==> src/rtl/hpm_sample_sequencer_pkg.sv <==
// Shared types and constants for the HPM sample sequencer.
//   XLEN               : CSR / counter data width
//   MHPMCounterNum     : number of generic hardware performance counters
//   CSR_MHPM_*_3       : CSR addresses of the first generic counter / event selector
//   hpm_smp_state_e    : sequencer FSM states
//   hpm_sample_t       : one FIFO entry {idx, data, last} for the default counter count
package hpm_sample_sequencer_pkg;

  localparam int unsigned XLEN           = 64;
  localparam int unsigned MHPMCounterNum = 6;

  localparam logic [11:0] CSR_MHPM_EVENT_3   = 12'h323;
  localparam logic [11:0] CSR_MHPM_COUNTER_3 = 12'hB03;

  localparam int unsigned HpmIdxWidth = (MHPMCounterNum > 1) ? $clog2(MHPMCounterNum) : 1;

  typedef enum logic [1:0] {
    IDLE = 2'd0,
    WAIT = 2'd1,
    SCAN = 2'd2
  } hpm_smp_state_e;

  typedef struct packed {
    logic [HpmIdxWidth-1:0] idx;
    logic [XLEN-1:0]        data;
    logic                   last;
  } hpm_sample_t;

endpackage

==> src/rtl/hpm_sample_sequencer_fifo.sv <==
// Small synchronous FIFO for sample entries. Not fall-through: a pushed word
// becomes visible at data_o on the cycle after the push. A push while full is
// dropped even if a pop happens in the same cycle.
//   clk_i, rst_ni : clock, asynchronous active-low reset
//   push_i/data_i : write request and word
//   pop_i         : remove head (ignored when empty)
//   full_o/empty_o: occupancy flags
//   data_o        : head word, forced to zero while empty
module hpm_sample_sequencer_fifo #(
  parameter int unsigned DataWidth = 8,
  parameter int unsigned Depth     = 4
) (
  input  logic                 clk_i,
  input  logic                 rst_ni,
  input  logic                 push_i,
  input  logic [DataWidth-1:0] data_i,
  input  logic                 pop_i,
  output logic                 full_o,
  output logic                 empty_o,
  output logic [DataWidth-1:0] data_o
);

  localparam int unsigned AddrWidth = $clog2(Depth);
  localparam logic [AddrWidth:0] CountFull = Depth[AddrWidth:0];

  logic [DataWidth-1:0] mem_reg [Depth];
  logic [AddrWidth-1:0] wr_ptr_reg;
  logic [AddrWidth-1:0] rd_ptr_reg;
  logic [AddrWidth:0]   count_reg;
  logic                 do_push;
  logic                 do_pop;

  assign full_o  = (count_reg == CountFull);
  assign empty_o = (count_reg == '0);
  assign do_push = push_i & ~full_o;
  assign do_pop  = pop_i & ~empty_o;

  // Storage carries no reset so it maps onto plain RAM/registers.
  always_ff @(posedge clk_i) begin
    if (do_push) begin
      mem_reg[wr_ptr_reg] <= data_i;
    end
  end

  always_ff @(posedge clk_i or negedge rst_ni) begin
    if (!rst_ni) begin
      wr_ptr_reg <= '0;
      rd_ptr_reg <= '0;
      count_reg  <= '0;
    end else begin
      if (do_push) wr_ptr_reg <= wr_ptr_reg + AddrWidth'(1);
      if (do_pop)  rd_ptr_reg <= rd_ptr_reg + AddrWidth'(1);
      case ({do_push, do_pop})
        2'b10:   count_reg <= count_reg + (AddrWidth+1)'(1);
        2'b01:   count_reg <= count_reg - (AddrWidth+1)'(1);
        default: count_reg <= count_reg;
      endcase
    end
  end

  // Gating with empty keeps the outputs at zero after reset.
  assign data_o = empty_o ? '0 : mem_reg[rd_ptr_reg];

endmodule

==> src/rtl/hpm_sample_sequencer.sv <==
// Periodic HPM counter sampler and counter-port arbiter. The CSR file always
// owns the counter port when it requests it; otherwise a scan engine walks the
// enabled counters once per period and queues {idx, value, last} samples.
//   clk_i, rst_ni          : clock, asynchronous active-low reset
//   csr_*                  : CSR file side of the counter port
//   pc_*                   : counter block port (pc_rdata_i combinational on pc_addr_o)
//   sample_en_i, period_i  : sampling enable and period (0 behaves as 1)
//   counter_mask_i         : counters included in a scan
//   smp_*                  : sample stream, valid/ready
//   overrun_o, clear_overrun_i : sticky dropped-tick flag and its clear
//   busy_o                 : a scan is in progress
module hpm_sample_sequencer
  import hpm_sample_sequencer_pkg::*;
#(
  parameter int unsigned NumCounters = MHPMCounterNum,
  parameter int unsigned FifoDepth   = 4,
  parameter int unsigned PeriodWidth = 32,
  localparam int unsigned IdxWidth   = (NumCounters > 1) ? $clog2(NumCounters) : 1
) (
  input  logic                   clk_i,
  input  logic                   rst_ni,
  input  logic                   csr_req_i,
  input  logic [11:0]            csr_addr_i,
  input  logic                   csr_we_i,
  input  logic [XLEN-1:0]        csr_wdata_i,
  output logic [XLEN-1:0]        csr_rdata_o,
  output logic [11:0]            pc_addr_o,
  output logic                   pc_we_o,
  output logic [XLEN-1:0]        pc_wdata_o,
  input  logic [XLEN-1:0]        pc_rdata_i,
  input  logic                   sample_en_i,
  input  logic [PeriodWidth-1:0] period_i,
  input  logic [NumCounters-1:0] counter_mask_i,
  output logic                   smp_valid_o,
  input  logic                   smp_ready_i,
  output logic [IdxWidth-1:0]    smp_idx_o,
  output logic [XLEN-1:0]        smp_data_o,
  output logic                   smp_last_o,
  output logic                   overrun_o,
  input  logic                   clear_overrun_i,
  output logic                   busy_o
);

  localparam int unsigned        SmpWidth = IdxWidth + XLEN + 1;
  localparam logic [IdxWidth-1:0] LastIdx = IdxWidth'(NumCounters - 1);

  hpm_smp_state_e         state_reg;
  logic [PeriodWidth-1:0] timer_reg;
  logic [PeriodWidth-1:0] reload_val;
  logic [IdxWidth-1:0]    k_reg;
  logic                   busy_reg;
  logic                   overrun_reg;

  logic                   in_scan;
  logic                   timer_zero;
  logic                   mask_bit;
  logic                   last_bit;
  logic [NumCounters-1:0] mask_above;
  logic                   fifo_full;
  logic                   fifo_empty;
  logic                   resolve;
  logic                   push;
  logic                   overrun_set;
  logic [11:0]            scan_addr;
  logic [SmpWidth-1:0]    push_data;
  logic [SmpWidth-1:0]    head_data;

  // Period 0 is treated as 1, i.e. a reload value of 0.
  assign reload_val = (period_i == '0) ? '0 : period_i - PeriodWidth'(1);

  assign in_scan    = (state_reg == SCAN);
  assign timer_zero = (timer_reg == '0);
  assign mask_bit   = counter_mask_i[k_reg];

  // k is the last sample of the scan when no higher mask bit is set.
  assign mask_above = (counter_mask_i >> k_reg) >> 1;
  assign last_bit   = (mask_above == '0);

  // An index is resolved when it is skipped or pushed; CSR traffic and a full
  // FIFO (for an enabled counter) hold the index.
  assign resolve     = in_scan & ~csr_req_i & (~mask_bit | ~fifo_full);
  assign push        = resolve & mask_bit & sample_en_i;
  assign overrun_set = in_scan & sample_en_i & timer_zero;

  // Counter port mux: CSR file has absolute priority, scan engine is read-only.
  assign scan_addr   = in_scan ? (CSR_MHPM_COUNTER_3 + 12'(k_reg)) : 12'h000;
  assign pc_addr_o   = csr_req_i ? csr_addr_i : scan_addr;
  assign pc_we_o     = csr_req_i & csr_we_i;
  assign pc_wdata_o  = csr_wdata_i;
  assign csr_rdata_o = pc_rdata_i;

  assign push_data = {k_reg, pc_rdata_i, last_bit};

  hpm_sample_sequencer_fifo #(
    .DataWidth (SmpWidth),
    .Depth     (FifoDepth)
  ) i_smp_fifo (
    .clk_i   (clk_i),
    .rst_ni  (rst_ni),
    .push_i  (push),
    .data_i  (push_data),
    .pop_i   (smp_ready_i),
    .full_o  (fifo_full),
    .empty_o (fifo_empty),
    .data_o  (head_data)
  );

  assign smp_valid_o = ~fifo_empty;
  assign {smp_idx_o, smp_data_o, smp_last_o} = head_data;
  assign busy_o      = busy_reg;
  assign overrun_o   = overrun_reg;

  always_ff @(posedge clk_i or negedge rst_ni) begin
    if (!rst_ni) begin
      state_reg   <= IDLE;
      timer_reg   <= '0;
      k_reg       <= '0;
      busy_reg    <= 1'b0;
      overrun_reg <= 1'b0;
    end else begin
      // A new drop beats a simultaneous clear.
      overrun_reg <= overrun_set | (overrun_reg & ~clear_overrun_i);
      if (!sample_en_i) begin
        // Abandon any partial scan; queued samples stay in the FIFO.
        state_reg <= IDLE;
        k_reg     <= '0;
        busy_reg  <= 1'b0;
      end else begin
        unique case (state_reg)
          IDLE: begin
            state_reg <= WAIT;
            timer_reg <= reload_val;
          end
          WAIT: begin
            if (timer_zero) begin
              state_reg <= SCAN;
              timer_reg <= reload_val;
              k_reg     <= '0;
              busy_reg  <= 1'b1;
            end else begin
              timer_reg <= timer_reg - PeriodWidth'(1);
            end
          end
          SCAN: begin
            // The timer keeps running; an expiry here is a dropped tick.
            timer_reg <= timer_zero ? reload_val : timer_reg - PeriodWidth'(1);
            if (resolve) begin
              if (k_reg == LastIdx) begin
                state_reg <= WAIT;
                k_reg     <= '0;
                busy_reg  <= 1'b0;
              end else begin
                k_reg <= k_reg + IdxWidth'(1);
              end
            end
          end
          default: begin
            state_reg <= IDLE;
            busy_reg  <= 1'b0;
          end
        endcase
      end
    end
  end

endmodule
==> config.mk <==
export PLATFORM = sky130hd
export DESIGN_NAME = hpm_sample_sequencer
export DESIGN_NICKNAME = d
export VERILOG_FILES = /design/src/rtl/hpm_sample_sequencer_pkg.sv /design/src/rtl/hpm_sample_sequencer_fifo.sv /design/src/rtl/hpm_sample_sequencer.sv
export SDC_FILE = /design/constraint.sdc
export NUM_CORES = 1
export LEC_CHECK = 0
export BUFFER_PORTS_ARGS = -buffer_cell sky130_fd_sc_hd__buf_2
export CORE_ASPECT_RATIO = 0.6
export CORE_MARGIN = 5
export CORE_UTILIZATION = 48
export CTS_CLUSTER_DIAMETER = 100
export DETAILED_ROUTE_END_ITERATION = 10
export HOLD_SLACK_MARGIN = 0.08
export PLACE_DENSITY = 0.73
export SLEW_MARGIN = 10
export SYNTH_ARGS = -nofsm -noshare
export SYNTH_HDL_FRONTEND = slang
export SYNTH_SLANG_ARGS = --single-unit
==> constraint.sdc <==
create_clock -name clk_i -period 3.7 [get_ports clk_i]
set_clock_uncertainty 0.15 [all_clocks]
set_input_delay 0.185 -clock clk_i [delete_from_list [all_inputs] [get_ports clk_i]]
set_output_delay 0.185 -clock clk_i [all_outputs]
set_load 0.03 [all_outputs]
# == After elaboration in Yosys (flattened, before gate mapping) ==
# Memories as Yosys holds them, arrays and structs flattened.
# Index checks and enable logic that the tools add are counted.
# Widths: inputs -> output; s select.
# word_totals
output_inout_bits,212
n_memories,1
ff_bits,46
wordCells,85
inputBits,185
ram_bits,272
# classes
add_sub_neg,8
n_reduce_logical,12
eq_ne,11
n_bitwise,17
n_mux,26
shift,1
n_lt_le_gt_ge,1
# memory_table
memory,depth,word_bits,read_ports,rd_ports_with_merged_regs,wr,line,rtl
i_smp_fifo.mem_reg,4,68,1,0,1,hpm_sample_sequencer_fifo.sv:26,logic [DataWidth-1:0] mem_reg [Depth];
# op_table
cell,n
$mux 68,1
$logic_not 32->1,2
$mux 32,2
$pmux 32 s2,1
$sub 32x1->32 const B,2
$mux 12,2
$add 12x3->12 const A,1
$mux 3,4
$pmux 3 s2,2
$and 1x1->1,10
$mux 2,4
$mux 1,7
$add 3x1->3 const B,2
$eq 3x3->1 const B,2
$logic_not 6->1,1
$ne 3x2->1 const B,2
$pmux 2 s3,1
$reduce_and 3->1,2
$shr 6x3->6,1
$not 1->1,5
$add 2x1->2 const B,2
$eq 2x1->1 const B,2
$eq 2x2->1 const B,2
$lt 3x4->1 const B,1
other kinds (13),15

# == Longest topological paths before layout ==
# Gate-level depths: netlist of run 1.
# depth
word_depth,10
ltp_mapped,12
depth_no_buf,11

# == Cells and area by module ==
# Synthesis of run 1 repeated with hierarchy kept, for this count alone.
# unflattened
hier_cells,1031
area_unflattened_um2,15269.6
# by_module_without_submodules
mod,area_per_inst_um2,n_inst,cells_per_inst,seq_area_each_um2
hpm_sample_sequencer_fifo,10769.1,1,470,8343.0
hpm_sample_sequencer,4500.6,1,561,975.9

# == Least setup slack after synthesis of run 1 ==
# OpenSTA, ideal clock, no wires.
# synth_timing
kind,reg-to-reg
startpoint,register k_reg[0]
endpoint,"memory i_smp_fifo.mem_reg[0][0] (netlist bit), enable pin"
required_time_ns,3.117
stages_incl_launch_ff,6
setup_time_ns,0.433
arrival_ns,3.250
synth_period_minus_slack_ns,3.833
n_path_buf,0
setup_slack_ns,-0.133
path_cell_list,dfrtp_1 > or2_2 > o22ai_1 > nor2_1 > nor3_1 > and2_1
# synth_between
elab_chain_len,10
# synth_lines
element,line,rtl
from (decl),hpm_sample_sequencer.sv:50,logic [IdxWidth-1:0] k_reg;
from (signal assigned),hpm_sample_sequencer.sv:153,k_reg <= k_reg + IdxWidth'(1);
$bmux 1 s3 *,hpm_sample_sequencer.sv:73,assign mask_bit = counter_mask_i[k_reg];
$mux 1 (not written as such) *,hpm_sample_sequencer.sv:73,
$not 1->1,hpm_sample_sequencer.sv:81,assign resolve = in_scan & ~csr_req_i & (~mask_bit | ~fifo_full);
$or 1x1->1,hpm_sample_sequencer.sv:81,
$and 1x1->1,hpm_sample_sequencer.sv:81,
$and 1x1->1 * (2 in series),hpm_sample_sequencer.sv:82,assign push = resolve & mask_bit & sample_en_i;
$and 1x1->1 *,hpm_sample_sequencer_fifo.sv:35,assign do_push = push_i & ~full_o;
$mux 1 *,hpm_sample_sequencer_fifo.sv:40,if (do_push) begin
$mux 1 (not written as such) *,hpm_sample_sequencer_fifo.sv:41,mem_reg[wr_ptr_reg] <= data_i;
to (decl),hpm_sample_sequencer_fifo.sv:26,
# Every way passes the cells marked *; elsewhere a longest branch is shown, timed or not. The select of a mux whose other input is x is not followed.

# == Worst setup path after layout of run 1 ==
# layout_timing
startpoint,register timer_reg[15]
endpoint,register timer_reg[3]
# layout_between
elab_chain_len,3
# layout_lines
element,line,rtl
from (decl),hpm_sample_sequencer.sv:48,logic [PeriodWidth-1:0] timer_reg;
from (signal assigned),hpm_sample_sequencer.sv:132,timer_reg <= reload_val;
from (signal assigned),hpm_sample_sequencer.sv:137,timer_reg <= reload_val;
from (signal assigned),hpm_sample_sequencer.sv:141,timer_reg <= timer_reg - PeriodWidth'(1);
$logic_not 32->1,hpm_sample_sequencer.sv:72,assign timer_zero = (timer_reg == '0);
$mux 32,"hpm_sample_sequencer.sv:135, hpm_sample_sequencer.sv:146",
$pmux 32 s2,hpm_sample_sequencer.sv:129,unique case (state_reg)
# Every way passes these cells.
# A chain may end at the register's enable or synchronous reset.

==> results of run 1 <==
==> how the worst min path moves through the flow <==
| stage | startpoint | to | slack (ns) | depth (start not counted) |
|---|---|---|---|---|
| 2_1_floorplan | rst_ni | busy_o | -0.26 | 0 |
| 3_3_place_gp | csr_wdata_i[12] | pc_wdata_o[12] | 0.22 | 0 |
| 3_5_place_dp | csr_wdata_i[12] | pc_wdata_o[12] | 0.22 | 0 |
| 4_1_cts | period_i[1] | timer_reg[1] | 0.10 | 6 |
| 5_1_grt | rst_ni | state_reg[1] | 0.09 | 2 |
| 6_report | rst_ni | state_reg[1] | 0.03 | 2 |
==> through the flow <==
stage               hold slack (ns)  std cells  power, mW  util, %
floorplan                   -0.2606       1047      4.720        -
global placement             0.2202       1584      4.815    51.79
detailed placement           0.2202       1584      4.834    51.79
CTS                          0.1002       1758      7.743    58.56
global route                0.08815       1758      7.994    58.56
finish                      0.03058       1759      7.689    58.57
==> cell usage in the layout (no fill, tap or decap), types with 4 or more instances in the layout <==
cell type      instances
edfxtp_1             272
buf_2                267
dlygate4sd3_1        121
and2_1                77
mux4_2                68
nor2_1                50
nand2_1               50
dfrtp_1               44
o21ai_0               31
nor3_1                29
clkbuf_16             29
nor4_1                22
inv_1                 20
xnor2_1               20
nand3_1               17
ha_1                  16
xor2_1                15
a21oi_1               15
buf_4                 14
or3_1                 11
nand2b_1               9
a211o_1                8
clkinv_1               8
buf_12                 8
mux2i_1                7
nand4_1                7
a31oi_1                7
o211ai_1               7
or4_1                  6
o21ai_1                6
clkinv_2               6
and2_4                 4
o31ai_1                4
==> layout make-up <==
type	count	share of cell area, %
Sequential cell	318	51.31
Multi-Input combinational cell	541	25.02
Tap cell	416	2.864
Antenna cell	1	0.01377
Timing Repair Buffer	410	15.48
Clock inverter	21	0.8399
Clock buffer	32	4.055
Inverter	20	0.4131
==> power by group <==
part,leakage [nW],switching (mW),internal (mW)
Sequential,3.02,0.115,3.97
Combinational,3.27,0.458,0.327
Clock,0.431,1.30,1.52
==> kinds of logic after synthesis <==
kind of cell / share of synthesized area [%]
fa+ha+maj: 1.462
buf+inv: 7.993
compound gates: 4.761
mux: 10.63
xor+xnor: 2.036
simple gates: 11.23
flops: 61.88
==> layer usage <==
layer	wire length, um	track usage [%]
met5	0	0.8264
met3	3173	5.460
met1	15470	28.01
met4	682	4.071
met2	17110	32.33
==> synthesized netlist by cell type (all sizes together) (2+ instances only) <==
cell type,number
o22ai,3
and2,81
nand2,50
and4,3
edfxtp,272
mux2i,7
xnor2,20
nand3b,3
inv,20
dfrtp,46
or3,12
mux4,68
o31ai,5
a211o,8
o21ai,38
o22a,3
nand4,8
clkbuf,27
o211ai,7
nand3,17
nor3,30
or2,3
nand2b,9
nor2b,3
o31a,2
a21o,2
or4,7
buf,141
xor2,15
ha,16
a31oi,7
nor4,25
nor2,50
a22oi,3
nand4b,2
o221ai,3
a21oi,15
==> worst max-delay path: cells and delay by family (launching register included) <==
kind | cells | cell delay, ns
compound gates | 2 | 0.53
buf+inv | 1 | 0.56
flops | 1 | 0.46
simple gates | 4 | 1.45
==> repair_timing <==
action / 4_1_cts / 5_1_grt
endpoints found under the hold margin: 347 / 0
endpoints found under the setup margin: 0 / 0
buffers inserted: 0 / 0
hold buffers: 121 / 0
==> flow_summary.yaml, run 1 <==
status:
  status: "finished, final reports clean"
drt:
  vias: 9662
  drtAntennaViolNets: 0
  avgViaCountPerCell: 5.493
  wire_per_inst_um: 20.71
  routed_wirelength_um: 36430
  drc: 0
  drtIter0Drc: 747
  drtPass1Iterations: 5
clocking:
  clockRootBuffer: "clkbuf_16"
  cts_buffer_depth: 3
  clk_latency_ns: 0.57
  clk_pin_slew_worst_paths_ns: 0.07
  cts_tree: "done"
  cts_inserted_buffers: 29
  ctsResizeCount: 0
  cts.htree.levels: 1
  cts_sinks: 318
setup_path:
  required_ns: 4.05
  reg2reg_to: "timer_reg[3]"
  cp_cell_sequence: "nor4_2 > nand4_2 > nor4_2 > o21ai_4 > a21o_1 > dlygate4sd3_1 > nand3_1"
  path_class: "reg2reg"
  cp-end-kind: "register"
  r2r_slack_ns: 0.46
  critPathMaxFanout: 26
  max_stage_delay_ns: 0.56
  timing.rr.start: "timer_reg[15]"
  crit_end: "timer_reg[3]"
  crit_top_cell: "nor4_2"
  cp-start-kind: "register"
  slowest_stage: "dlygate4sd3_1"
  startpoint: "timer_reg[15]"
  rr_worst_depth: 7
  cp.arrival_ns: 3.58
place:
  placed_cell_area_mm2: 0.01607
  hpwl_um: 24440
  port_buffers: 268
  place_worst_setup_slack_ns: 0.8383
  gp_congestion: 0.8788
synthesis:
  synthCells: 1047
  ys_seq_area_share_pct: 61.88
  synth_area_mm2: 0.01506
  ys_seq_elements: 318
  yosys-top-cells-area: "edfxtp_1, mux4_2, dfrtp_1, buf_4, and2_1"
  synth_edf_count: 272
  avgSynthCellArea_um2: 14.38
  synthArstFlopShare_pct: 14.47
  ys_types: 65
  yosys.area.top_type_share_pct: 54.24
  syn_nets: 1249
  yosysWarnings: 0
  synthFlopType: "edfxtp_1"
  synth_top_cell_by_area: "edfxtp_1"
timing:
  finalWorstSetupSlack_ns: 0.4648
  fmax_mhz: 309.1
  finalCriticalPeriod_ns: 3.235
  max_slew_margin_pct: 48.29
  period_share_pct: 87.44
  hold_viol_final: 0
  setup_viol: 0
  rsz0062_at_grt: "no"
  drv_slew: 0
  worst_pin_slew_ns: 0.7727
  tns_ns: 0
die:
  die_area_mm2: 0.03513
  initial_utilization_pct: 48.53
  die_x_um: 238.7
  dieHeight_um: 147.2
  core_area_mm2: 0.03103
  io_pins: 397
  rows: 50
pwr:
  power.leakage_nw: 6.723
  power-per-cell-area_mw_per_mm2: 423.1
  ir_drop_uv: 413.5
worst_hold_path:
  hold_class: "in2async"
finish:
  final_nets: 1522
  seq_area_mm2: 0.009326
  fin_area_mm2: 0.01817
  multi_input_area_mm2: 0.004548
  syn_to_final_growth_pct: 20.69
  n_fill_cell: 2388
  largest_register_ffs: 272
  drive_above_1_share_pct: 31.15
global_route:
  grt_start_max_net_pins: 70
  grt_pass1_vias: 9794
  antenna_found_initial: 0
  grt_overflow: 0
  grt_usage_pct: 20.15
  grt_pass1_wl_um: 56160
flow_run:
  max_cap_viol_count: 0
(Power assumes the default switching activity.)
==> run 2: changes to the inputs <==
==> constraint.sdc (replaced) <==
create_clock -name clk_i -period 3.7 [get_ports clk_i]
set_clock_uncertainty 0.15 [all_clocks]
set_input_delay 0.74 -clock clk_i [delete_from_list [all_inputs] [get_ports clk_i]]
set_output_delay 0.74 -clock clk_i [all_outputs]
set_load 0.03 [all_outputs]
==> flow_summary.yaml, run 2 (synthesized netlist as in run 1, its figures left out) <==
global_route:
  grt_pass1_wl_um: 53070
  antenna_found_initial: 0
  grt_start_max_net_pins: 66
  grt_overflow: 0
  grt_usage_pct: 19.04
  grt_pass1_vias: 9107
drt:
  avgViaCountPerCell: 5.567
  drc: 0
  vias: 9125
  drtIter0Drc: 814
  routed_wirelength_um: 34480
  drtPass1Iterations: 5
  drtAntennaViolNets: 0
  wire_per_inst_um: 21.04
die:
  die_x_um: 238.7
  io_pins: 397
  initial_utilization_pct: 48.53
  rows: 50
  core_area_mm2: 0.03103
  die_area_mm2: 0.03513
  dieHeight_um: 147.2
clocking:
  cts_tree: "done"
  cts_sinks: 318
  cts_buffer_depth: 3
  clockRootBuffer: "clkbuf_16"
  cts_inserted_buffers: 29
  cts.htree.levels: 1
  post_cts_buffers: 0
  clk_pin_slew_worst_paths_ns: 0.07
  clk_latency_ns: 0.56
  ctsResizeCount: 0
  cts_hold_buf: 1
timing:
  hold_viol_final: 0
  drv_slew: 0
  setup_viol: 0
  worst_pin_slew_ns: 0.8018
  finalCriticalPeriod_ns: 3.456
  rsz0062_at_grt: "no"
  period_share_pct: 93.41
  tns_ns: 0
  fmax_mhz: 289.3
  max_slew_margin_pct: 46.35
finish:
  final_nets: 1403
  layout_commonest_cell: "edfxtp_1"
  diodes: 0
  largest_register_ffs: 272
  drive_above_1_share_pct: 34.67
  final_cell_mix: "edfxtp_1, buf_2, and2_1, mux4_2"
  finish.utilization_pct: 55.00
  fin_area_mm2: 0.01707
  n_fill_cell: 2501
  seq_area_mm2: 0.009326
  syn_to_final_growth_pct: 13.33
  multi_input_area_mm2: 0.004548
setup_path:
  cp-end-kind: "output pin"
  critPathMaxFanout: 26
  cp-start-kind: "register"
  path_class: "reg2out"
  required_ns: 2.81
  cp.arrival_ns: 2.57
pwr:
  power.leakage_nw: 6.263
  ir_drop_uv: 349.2
  power.total_mw: 7.833
  power-per-cell-area_mw_per_mm2: 458.9
place:
  gp_congestion: 0.8913
  hpwl_um: 23790
  port_buffers: 268
  placed_cell_area_mm2: 0.01608
flow_run:
  max_cap_viol_count: 0
worst_hold_path:
  hold_class: "in2reg"
status:
  status: "finished, final reports clean"
run 2: final timing paths:
path                       cells past startpoint                startpoint  slack, ns                      end
setup / recovery                               4  i_smp_fifo.rd_ptr_reg[0]       0.24           smp_data_o[14]
hold / removal                                 2           clear_overrun_i       0.24                overrun_o
setup reg to reg                               6              timer_reg[6]       0.74            timer_reg[16]
hold reg to reg                                1   i_smp_fifo.count_reg[2]       0.34  i_smp_fifo.count_reg[2]
max in group asynchronous                      3                    rst_ni       2.07            timer_reg[28]
min in group asynchronous                      2                    rst_ni       0.59                overrun_o
run 2: power by group:
part / switching [mW] / total (mW) / internal [mW]
Sequential: 0.113 / 4.08 / 3.97
Combinational: 0.435 / 0.676 / 0.241
Clock: 1.34 / 3.07 / 1.74
Total: 1.88 / 7.83 / 5.95
run 2: layout make-up:
cell class	count	area share, %
timing repair buffer	291	9.472
clock buffer	32	4.318
tap	416	3.050
inverter	20	0.4399
clock inverter	21	1.422
multi-input combinational	541	26.65
sequential	318	54.65
run 2: metal layers:
metal	global-route usage (%)	routed length [um]	vias to the layer above
met5	0.8264	0	-
met4	3.154	510	0
met3	5.272	2862	43
met2	28.81	15700	359
met1	28.23	15400	4576
li1	-	-	4147
run 2: through the flow:
step	std cells	hold WS [ns]	setup WS, ns
4_1_cts	1639	0.2081	0.1592
5_1_grt	1639	0.2127	0.05773
3_5_place_dp	1585	0.3323	0.2911
6_report	1639	0.2384	0.2438
3_3_place_gp	1585	0.3283	0.3286
2_1_floorplan	1047	0.2944	0.5620
run 2: critical path, cell delays in order, from the launching register on:
cell,delay [ns]
dfrtp_4,0.76
buf_12,0.31
mux4_2,0.58
and2_1,0.17
buf_2,0.17
==> run 3: changes to the inputs <==
CORE_UTILIZATION = 57   (was 48)
PLACE_DENSITY = 0.81   (was 0.73)
clock period = 4.4 ns   (was 3.7 ns; I/O delays follow)
==> flow_summary.yaml, run 3 (synthesized netlist as in run 1, its figures left out) <==
global_route:
  antenna_found_initial: 0
  grt_overflow: 0
  grt_pass1_wl_um: 53100
  grt_pass1_vias: 8867
  grt_start_max_net_pins: 71
  grt_usage_pct: 23.28
die:
  die_area_mm2: 0.02988
  core_area_mm2: 0.02625
  initial_utilization_pct: 57.38
  io_pins: 397
  dieHeight_um: 135.9
  die_x_um: 219.8
  rows: 46
clocking:
  cts_sinks: 318
  cts_hold_buf: 0
  cts_buffer_depth: 3
  clk_latency_ns: 0.56
  ctsResizeCount: 0
  cts_inserted_buffers: 28
  clockRootBuffer: "clkbuf_16"
  post_cts_buffers: 0
  clk_pin_slew_worst_paths_ns: 0.07
  cts.htree.levels: 1
  cts_tree: "done"
timing:
  whs_ns: 0.1708
  worst_pin_slew_ns: 1.135
  finalCriticalPeriod_ns: 3.732
  fmax_mhz: 267.9
  tns_ns: 0
  hold_viol_final: 0
  drv_slew: 0
  setup_viol: 0
  rsz0062_at_grt: "no"
  max_slew_margin_pct: 24.31
  period_share_pct: 84.82
drt:
  drtAntennaViolNets: 0
  routed_wirelength_um: 35220
  drtPass1Iterations: 6
  avgViaCountPerCell: 5.901
  drc: 0
  wire_per_inst_um: 22.32
  vias: 9311
  drtIter0Drc: 943
finish:
  final_nets: 1398
  n_fill_cell: 1869
  final_cell_mix: "edfxtp_1, buf_2, and2_1, mux4_2"
  fin_area_mm2: 0.01692
  seq_area_mm2: 0.009324
  drive_above_1_share_pct: 34.15
  diodes: 0
  syn_to_final_growth_pct: 12.35
  largest_register_ffs: 272
  layout_commonest_cell: "edfxtp_1"
  finish.utilization_pct: 64.47
  multi_input_area_mm2: 0.004548
setup_path:
  required_ns: 3.37
  path_buf_inv: 2
  cp.arrival_ns: 2.70
  cp_top_family: "flip-flops"
  rr_worst_depth: 6
  timing.rr.start: "timer_reg[5]"
  path_class: "reg2out"
  r2r_slack_ns: 1.36
  cp-end-kind: "output pin"
  reg2reg_to: "timer_reg[21]"
  cp_cell_sequence: "buf_4 > mux4_2 > and2_1 > buf_2"
  critPathMaxFanout: 31
  slowest_stage: "dfrtp_4"
  cp-start-kind: "register"
  max_stage_delay_ns: 0.84
pwr:
  p_comb_share_pct: 8.6
  sw_frac_of_total_pct: 23.27
  pwr-share-clk_pct: 39.0
  power_switching_mw: 1.526
  power.leakage_nw: 6.230
  p_int_mw: 5.032
  ir_drop_uv: 285.8
  p_seq_share_pct: 52.4
  power-per-cell-area_mw_per_mm2: 387.6
place:
  hpwl_um: 24420
  gp_congestion: 0.9057
  port_buffers: 268
  placed_cell_area_mm2: 0.01596
worst_hold_path:
  hold_class: "in2async"
flow_run:
  max_cap_viol_count: 0
status:
  status: "finished, final reports clean"
## run 3: cell count changes in the layout (fill, tap and decap cells not counted), sizes merged
cell	change
inv	-3
dlygate4sd3	-1
buf	-3
clkbuf	+8
clkinv	-5
clkinvlp	-1
## run 3: worst max-delay path by stage
stage | start | end | slack [ns] | cells after the start
after floorplan | counter_mask_i[3] | i_smp_fifo.mem_reg[0][0] | 0.40 | 5
after global placement | period_i[8] | timer_reg[30] | 0.87 | 8
after detailed placement | period_i[8] | timer_reg[30] | 0.82 | 8
after CTS | i_smp_fifo.rd_ptr_reg[0] | smp_data_o[55] | 0.57 | 4
after global routing | i_smp_fifo.rd_ptr_reg[0] | smp_data_o[55] | 0.47 | 4
final | i_smp_fifo.rd_ptr_reg[0] | smp_data_o[55] | 0.67 | 4
## run 3: layer usage
metal	track usage [%]	vias to the layer above	routed length (um)
met4	8.278	0	1297
met5	0	-	0
met1	33.78	4634	14360
met3	4.652	82	3293
met2	35.69	459	16270
li1	-	4136	-
## run 3: cell type report
| class | instances | share of cell area [%] |
|---|---|---|
| Inverter | 20 | 0.4437 |
| Sequential cell | 318 | 55.11 |
| Clock buffer | 40 | 4.710 |
| Multi-Input combinational cell | 541 | 26.88 |
| Tap cell | 360 | 2.662 |
| Timing Repair Buffer | 287 | 9.214 |
| Clock inverter | 12 | 0.9835 |
## run 3: power groups by stage
stage	sequential (mW)	clock (mW)	combinational [mW]
floorplan	3.47	0	0.497
global placement	3.49	0	0.543
detailed placement	3.50	0	0.557
CTS	3.43	2.59	0.560
global route	3.44	2.73	0.618
finish	3.44	2.56	0.565
## run 3: through the flow
step / instances / power (mW) / setup WS [ns]
CTS: 1578 / 6.582 / 0.5718
global placement: 1526 / 4.034 / 0.8652
global route: 1578 / 6.792 / 0.4739
detailed placement: 1526 / 4.053 / 0.8177
finish: 1578 / 6.558 / 0.6677
floorplan: 1047 / 3.969 / 0.4022
